<file path="config.mk">
export PLATFORM = sky130hd
export DESIGN_NAME = hmr_recovery_seq
export DESIGN_NICKNAME = d
export VERILOG_FILES = /design/src/rtl/hmr_recovery_seq.sv
export SDC_FILE = /design/constraint.sdc
export NUM_CORES = 1
export LEC_CHECK = 0
export CORE_AREA = 2 2 43 74
export CTS_BUF_LIST = sky130_fd_sc_hd__clkbuf_4 sky130_fd_sc_hd__clkbuf_8
export DETAILED_ROUTE_END_ITERATION = 12
export DIE_AREA = 0 0 45 76
export PLACE_DENSITY = 0.76
export SLEW_MARGIN = 10
export SYNTH_ARGS = -nofsm -noshare
export SYNTH_HDL_FRONTEND = slang
export SYNTH_SLANG_ARGS = --single-unit
</file>
<file path="constraint.sdc">
create_clock -name clk_i -period 2.13 [get_ports clk_i]
set_input_delay 0.639 -clock clk_i [delete_from_list [all_inputs] [get_ports clk_i]]
set_output_delay 0.639 -clock clk_i [all_outputs]
set_load 0.01 [all_outputs]
</file>
<file path="src/rtl/hmr_recovery_seq.sv">
// Recovery sequencer for a hybrid-modular-redundant core pair: halts both cores,
// sets them back, reloads PC and integer RF from the checkpoint, then releases them.
module hmr_recovery_seq #(
  parameter int unsigned NumIntRegs    = 32,
  parameter int unsigned SetbackCycles = 4,
  parameter int unsigned HaltTimeout   = 255
) (
  input  logic                          clk_i,
  input  logic                          rst_ni,
  input  logic                          recovery_request_i,
  output logic                          recovery_finished_o,
  output logic                          recovery_failed_o,
  output logic                          busy_o,
  output logic                          halt_req_o,
  input  logic [1:0]                    halted_i,
  output logic                          instr_lock_o,
  output logic                          core_setback_o,
  output logic                          pc_recover_o,
  output logic                          rf_restore_en_o,
  output logic [$clog2(NumIntRegs)-1:0] rf_restore_addr_o
);

  localparam int unsigned AddrW = $clog2(NumIntRegs);
  localparam int unsigned TmoW  = $clog2(HaltTimeout + 1);
  localparam int unsigned SbW   = $clog2(SetbackCycles + 1);

  localparam logic [TmoW-1:0]  TmoLast  = TmoW'(HaltTimeout - 1);
  localparam logic [SbW-1:0]   SbLast   = SbW'(SetbackCycles - 1);
  localparam logic [AddrW-1:0] AddrLast = AddrW'(NumIntRegs - 1);

  typedef enum logic [2:0] {
    S_IDLE,
    S_HALT,
    S_SETBACK,
    S_RESTORE_PC,
    S_RESTORE_RF,
    S_RELEASE,
    S_FINISH,
    S_FAIL
  } state_e;

  state_e           state_q, state_d;
  logic [TmoW-1:0]  tmo_q, tmo_d;
  logic [SbW-1:0]   sb_q, sb_d;
  logic [AddrW-1:0] addr_q, addr_d;

  // NOTE: every signal gets a default before the case so no path leaves it
  // unassigned; otherwise synthesis infers a latch.
  always_comb begin
    state_d = state_q;
    tmo_d   = tmo_q;
    sb_d    = sb_q;
    addr_d  = addr_q;
    unique case (state_q)
      S_IDLE: begin
        if (recovery_request_i) begin
          state_d = S_HALT;
          tmo_d   = '0;
        end
      end
      S_HALT: begin
        // Both cores halting in the last allowed cycle still counts as success.
        if (halted_i == 2'b11) begin
          state_d = S_SETBACK;
          sb_d    = '0;
          tmo_d   = '0;
        end else if (tmo_q == TmoLast) begin
          state_d = S_FAIL;
          tmo_d   = '0;
        end else begin
          tmo_d = tmo_q + TmoW'(1);
        end
      end
      S_SETBACK: begin
        if (sb_q == SbLast) begin
          state_d = S_RESTORE_PC;
          sb_d    = '0;
        end else begin
          sb_d = sb_q + SbW'(1);
        end
      end
      S_RESTORE_PC: begin
        state_d = S_RESTORE_RF;
        addr_d  = AddrW'(1);
      end
      S_RESTORE_RF: begin
        // x0 is hard-wired, so the walk runs 1..NumIntRegs-1 and never wraps.
        if (addr_q == AddrLast) begin
          state_d = S_RELEASE;
          addr_d  = '0;
          tmo_d   = '0;
        end else begin
          addr_d = addr_q + AddrW'(1);
        end
      end
      S_RELEASE: begin
        if (halted_i == 2'b00) begin
          state_d = S_FINISH;
          tmo_d   = '0;
        end else if (tmo_q == TmoLast) begin
          state_d = S_FAIL;
          tmo_d   = '0;
        end else begin
          tmo_d = tmo_q + TmoW'(1);
        end
      end
      S_FINISH: state_d = S_IDLE;
      S_FAIL:   state_d = S_IDLE;
      default:  state_d = S_IDLE;
    endcase
  end

  // NOTE: sequential state uses non-blocking assignments so every flop samples
  // the pre-edge value of its neighbours, independent of statement order.
  always_ff @(posedge clk_i or negedge rst_ni) begin
    if (!rst_ni) begin
      state_q <= S_IDLE;
      tmo_q   <= '0;
      sb_q    <= '0;
      addr_q  <= '0;
    end else begin
      state_q <= state_d;
      tmo_q   <= tmo_d;
      sb_q    <= sb_d;
      addr_q  <= addr_d;
    end
  end

  // Moore decode: outputs depend only on registered state and counters.
  always_comb begin
    recovery_finished_o = 1'b0;
    recovery_failed_o   = 1'b0;
    halt_req_o          = 1'b0;
    instr_lock_o        = 1'b0;
    core_setback_o      = 1'b0;
    pc_recover_o        = 1'b0;
    rf_restore_en_o     = 1'b0;
    rf_restore_addr_o   = '0;
    unique case (state_q)
      S_HALT: begin
        halt_req_o   = 1'b1;
        instr_lock_o = 1'b1;
      end
      S_SETBACK: begin
        halt_req_o     = 1'b1;
        instr_lock_o   = 1'b1;
        core_setback_o = 1'b1;
      end
      S_RESTORE_PC: begin
        halt_req_o   = 1'b1;
        instr_lock_o = 1'b1;
        pc_recover_o = 1'b1;
      end
      S_RESTORE_RF: begin
        halt_req_o        = 1'b1;
        instr_lock_o      = 1'b1;
        rf_restore_en_o   = 1'b1;
        rf_restore_addr_o = addr_q;
      end
      S_RELEASE: instr_lock_o        = 1'b1;
      S_FINISH:  recovery_finished_o = 1'b1;
      S_FAIL:    recovery_failed_o   = 1'b1;
      default: ;
    endcase
  end

  assign busy_o = (state_q != S_IDLE);

endmodule

</file>
==> After elaboration in Yosys (flattened, before gate mapping) <==
Index checks and enable logic that the tools add are counted.
{ "word_totals": {"latchBits": 0, "ram_bits": 0, "regBits": 19, "rom_bits": 0, "elab_cells": 60, "mem_count": 0} }
{ "classes": {"n_lt_le_gt_ge": 0, "addsub": 3, "multipliers": 0, "reduce_logical": 12, "div_mod_pow": 0, "mux": 26, "n_eq_ne": 15, "shifts": 0, "n_bitwise": 0} }
{ "ops": {"columns": ["cell", "count"], "rows": [
  ["8-bit 2-to-1 mux", 5],
  ["8-bit one-hot mux with 4 select lines", 1],
  ["3-bit 2-to-1 mux", 8],
  ["3-bit one-hot mux with 7 select lines", 1],
  ["3-bit == test (second input constant)", 4],
  ["5-bit 2-to-1 mux", 2],
  ["5-bit one-hot mux with 2 select lines", 1],
  ["3-bit by 2-bit == test with 1-bit output (second input constant)", 3],
  ["8-bit by 1-bit adder with 8-bit output (second input constant)", 1],
  ["8-bit == test (second input constant)", 1],
  ["2-bit inequality test (second input constant)", 4],
  ["1-bit 2-to-1 mux", 7],
  ["3-bit one-hot mux with 2 select lines", 1],
  ["3-bit AND reduction", 2],
  ["5-bit by 1-bit adder with 5-bit output (second input constant)", 1],
  ["5-bit == test (second input constant)", 1],
  ["5-bit OR reduction", 1],
  ["2-bit nonzero test", 2],
  ["4-bit nonzero test", 1],
  ["4-bit OR reduction", 1],
  ["3-bit by 1-bit adder with 3-bit output (second input constant)", 1],
  ["3-bit by 1-bit == test with 1-bit output (second input constant)", 1],
  ["3-bit zero test", 1],
  ["3-bit nonzero test", 1],
  ["4 further kinds", 4]
]} }

==> Depth between registers and ports, before layout <==
{ "logic_depth": {"depth_word": 4, "mapped_depth": 7, "ltp_nobuf": 7} }

==> Worst setup path before layout <==
No wires, ideal clock.
{ "synth_path": {"path_type": "flip-flop to flip-flop", "startpoint": "reg addr_q[0]", "endpoint": "reg state_q[0]", "t_required_ns": 2.009, "period_less_slack_ns": 1.856, "setup_ns": 0.121, "stages_incl_launch_ff": 7, "n_path_buf": 0, "slack_ns": 0.274, "arrival_time_ns": 1.735, "cell_sequence": "dfrtp_1 > ha_1 > and3_1 > ha_1 > or4b_4 > o21ai_1 > and4b_1"} }
{ "synth_via": {"elab_chain_cells": 3} }
{ "synth_lines": {"columns": ["element", "line", "text"], "rows": [
  ["from (decl)", "45", "logic [AddrW-1:0] addr_q, addr_d;"],
  ["from (signal assigned)", "125", "addr_q <= addr_d;"],
  ["5-bit == test", "88", "if (addr_q == AddrLast) begin"],
  ["2-bit inequality test (no source line)", null, null],
  ["3-bit AND reduction (no source line)", null, null],
  ["to (signal assigned)", "122", "state_q <= state_d;"],
  ["to (decl)", "42", "state_e state_q, state_d;"]
]} }
Every way passes these cells.
A chain may end at the register's enable or synchronous reset.

==> Final worst setup path <==
{ "layout_path": {"startpoint": "reg state_q[0]", "endpoint": "out rf_restore_addr_o[1]"} }
{ "layout_via": {"elab_chain_cells": 2} }
{ "layout_lines": {"columns": ["element", "line", "text"], "rows": [
  ["3-bit == test", "139", "unique case (state_q)"],
  ["5-bit 2-to-1 mux", "139", null],
  ["to (decl)", "20", "output logic [$clog2(NumIntRegs)-1:0] rf_restore_addr_o"]
]} }
Every way passes these cells.

==> flow_summary_export.csv <==
group,metric,value,unit
synthesis,ys.warnings.count,0,
layout,regArea,479,um^2
clock_network,clk_pin_slew,70,ps
layout,final_cell_count_no_fill,181,
setup_path,worstReg2RegEnd,"state_q[0]",
setup_path,crit_slowest_cell,"dfrtp_2",
setup_path,ff2ff_path_depth,6,
global_routing,grt_use_total,0.170,
synthesis,yosysSeqAreaShare,0.390,
route,first_pass_iters,4,
power,powerDensity,1200,nW/um^2
sta,fmax,477,MHz
power,pwr-share-seq,0.325,
power,vdd_drop_max,728,uV
floorplanning,chipHeight,76,um
synthesis,synthSimpleGateAreaFrac,0.285,
clock_network,cts_tree,"yes",
synthesis,synth_top_family_by_area,"simple AND/OR/NAND/NOR gates",
worst_hold_path,min_path_cells,2,
place,io_buffers,17,
power,p_leak,0.754,nW
floorplanning,core_region_area,2860,um^2
power,swShare,0.411,
sta,slew_viol_final,0,
clock_network,root_buffer,"clkbuf_8",
setup_path,cpLargestDelayFamily,"flip-flops",
synthesis,netlist_area,1220,um^2
sta,hold_viol,0,
setup_path,worst-setup-path-type,"reg2out",
power,p_switching,0.000759,W
route,routed_via_density,5.79,
sta,fin_crit_sh,0.983,
setup_path,crit_fanout,6,
clock_network,cts_buffer_depth,2,
route,antenna_left,0,
floorplanning,num_rows,26,
clock_network,htreeDepth,1,
clock_network,worstSkewPairLatency,260,ps
layout,antenna_cells,0,
layout,drive_gt1_frac,0.268,
worst_hold_path,min_from,"sb_q[1]",
sta,finalSetupTns,0,ps
setup_path,worst_path_largest_cell_delay,470,ps
place,gp_congestion,0.834,
synthesis,synth_compound_area_frac,0.213,
place,dp_hpwl,2030,um
synthesis,syn-num-nets,131,
setup_path,cp_data_required_time,1490,ps
sta,fin_skew,2.94,ps
sta,timing.final.ws_setup,35.3,ps
layout,final_net_count,164,
synthesis,async_flop_share,1.00,
floorplanning,io-pin-count,18,
synthesis,syn_inst,121,
setup_path,crit_buf_inv,3,
global_routing,antenna_found_initial,0,
layout,final_util,0.537,
route,route.detailed.drc,0,
synthesis,synth-adder-area-share,0.0513,
sta,slew_headroom,0.799,
sta,setup_viol,0,
status,outcome,"complete, no violations",
global_routing,grt_pass1_wl,4520,um
clock_network,holdBufCountCts,0,
setup_path,r2r_start,"addr_q[0]",
synthesis,synth_xor_xnor_area_share,0,
place,dpl.cell_count,172,
global_routing,grt_max_degree,20,
setup_path,critical_path_arrival,1460,ps
synthesis,synth-main-ff-cell,"dfrtp_1",
place,pre_cts_slack,31.0,ps
global_routing,grt_pass1_vias,1062,
worst_hold_path,hold_class,"reg2reg",
synthesis,syn-mean-instance-area,10.1,um^2
layout,fillers,265,
clock_network,clock-sinks,19,
setup_path,path_cells,"nor3b_4, buf_4, buf_4, and2_1, buf_2",
power,p_int,0.00109,W
synthesis,synth_edf_count,0,
route,drt-wirelength-per-cell,14.4,um
layout,area_growth,25.9,%
power,finalPower,0.00184,W
synthesis,muxShareOfSynthArea,0.0256,
layout,layout_common_cells,"dfrtp_1 (16), buf_4 (14), nand2_1 (11)",
route,drt_wl_total,2610,um
setup_path,crit_top_cell,"buf_4",
power,pwr-share-comb,0.540,
route,initialDrtViolationCount,11,
floorplanning,start_util,0.426,
setup_path,end_kind,"primary output",
worst_hold_path,hold-path-endpoint,"sb_q[1]",
layout,multi_input_area,713,um^2
synthesis,synth-seq-cells,19,
layout,layout_commonest_cell,"dfrtp_1",
global_routing,global_route.overflow_total,0,
setup_path,start_kind,"flip-flop",
job,drv_cap,0,
route,vias,1048,
floorplanning,die_x,45,um
setup_path,r2r_setup_slack,110,ps
power,clockPowerShare,0.136,
clock_network,numCtsBuffers,3,
sta,post-route-min-period,2090,ps
sta,worstMarginPinSlew,301,ps
floorplanning,die_area,3420,um^2
synthesis,synthDistinctLibCells,45,
-- per-stage QoR --
stage,hold slack [ps],area [um^2]
3_5_place_dp,483,1470
4_1_cts,499,1550
2_1_floorplan,343,1220
3_3_place_gp,469,1470
6_report,494,1540
5_1_grt,539,1540
-- power groups by stage --
stage	Sequential, W	Clock (W)	Combinational (W)
2_1_floorplan	0.000551	0	0.000654
3_3_place_gp	0.000576	0	0.000965
3_5_place_dp	0.000589	0	0.000987
4_1_cts	0.000585	0.000255	0.00101
5_1_grt	0.000618	0.000269	0.00111
6_report	0.000599	0.000251	0.000995
-- tightest hold or removal path: cells and delay by family (launching register included) --
| family | cells | cell delay [ps] |
|---|---|---|
| simple gates | 1 | 50 |
| flops | 1 | 350 |
| compound gates | 1 | 60 |
-- worst max-delay path by stage --
stage | from | endpoint | cells after the start
after floorplan | addr_q[0] | state_q[0] | 6
after detailed placement | state_q[0] | rf_restore_addr_o[4] | 3
after global placement | state_q[1] | instr_lock_o | 3
after global routing | state_q[0] | rf_restore_addr_o[1] | 5
after CTS | state_q[0] | core_setback_o | 2
final | state_q[0] | rf_restore_addr_o[1] | 5
-- repair_timing --
action,4_1_cts,5_1_grt
setup buffers,4,1
pin swaps,1,1
resized for setup,19,13
setup endpoints to repair,13,7
-- synthesized netlist by cell type (all sizes together) (2+ instances only) --
master	number	area, um^2
nand2b	4	25.0
o21ai	13	65.1
o311ai	2	32.5
a22o	2	17.5
mux2i	2	20.0
ha	5	62.6
and3b	2	17.5
and3	3	18.8
a21o	2	15.0
inv	5	18.8
a31oi	2	12.5
o22ai	2	12.5
and2	7	43.8
nand3	6	30.0
nor3b	2	31.3
nand2	12	52.6
buf	3	23.8
nor2b	3	18.8
nand4	3	25.0
dfrtp	19	475
nor2	6	32.5
-- sequential cells by signal, indices dropped and copies added, names as in the netlist --
signal	flops
tmo_q	8
addr_q	5
sb_q	3
state_q	3
-- layer usage --
| metal | share of wire | GRT usage | routed length (um) |
|---|---|---|---|
| met5 | 0 | 0 | 0 |
| met4 | 0.013 | 0.0647 | 35 |
| met3 | 0.033 | 0.0284 | 86 |
| met2 | 0.57 | 0.310 | 1500 |
| met1 | 0.38 | 0.180 | 987 |
-- cell type report --
type,instances,share of cell area
tap,28,0.0228
sequential,19,0.312
timing repair buffer,31,0.159
multi-input combinational,94,0.464
inverter,5,0.0122
clock buffer,3,0.0269
clock inverter,1,0.00326
-- logic make-up (layout without fill, tap and decap cells) --
group,count (synthesis),in the layout
AND/OR/NAND/NOR,54,54
AO/OA/AOI/OAI,32,32
flip-flops,19,19
buffers and inverters,8,40
adder cells (fa/ha/maj),5,5
multiplexers,3,3
No activity file was read; power rests on OpenSTA's default activity.
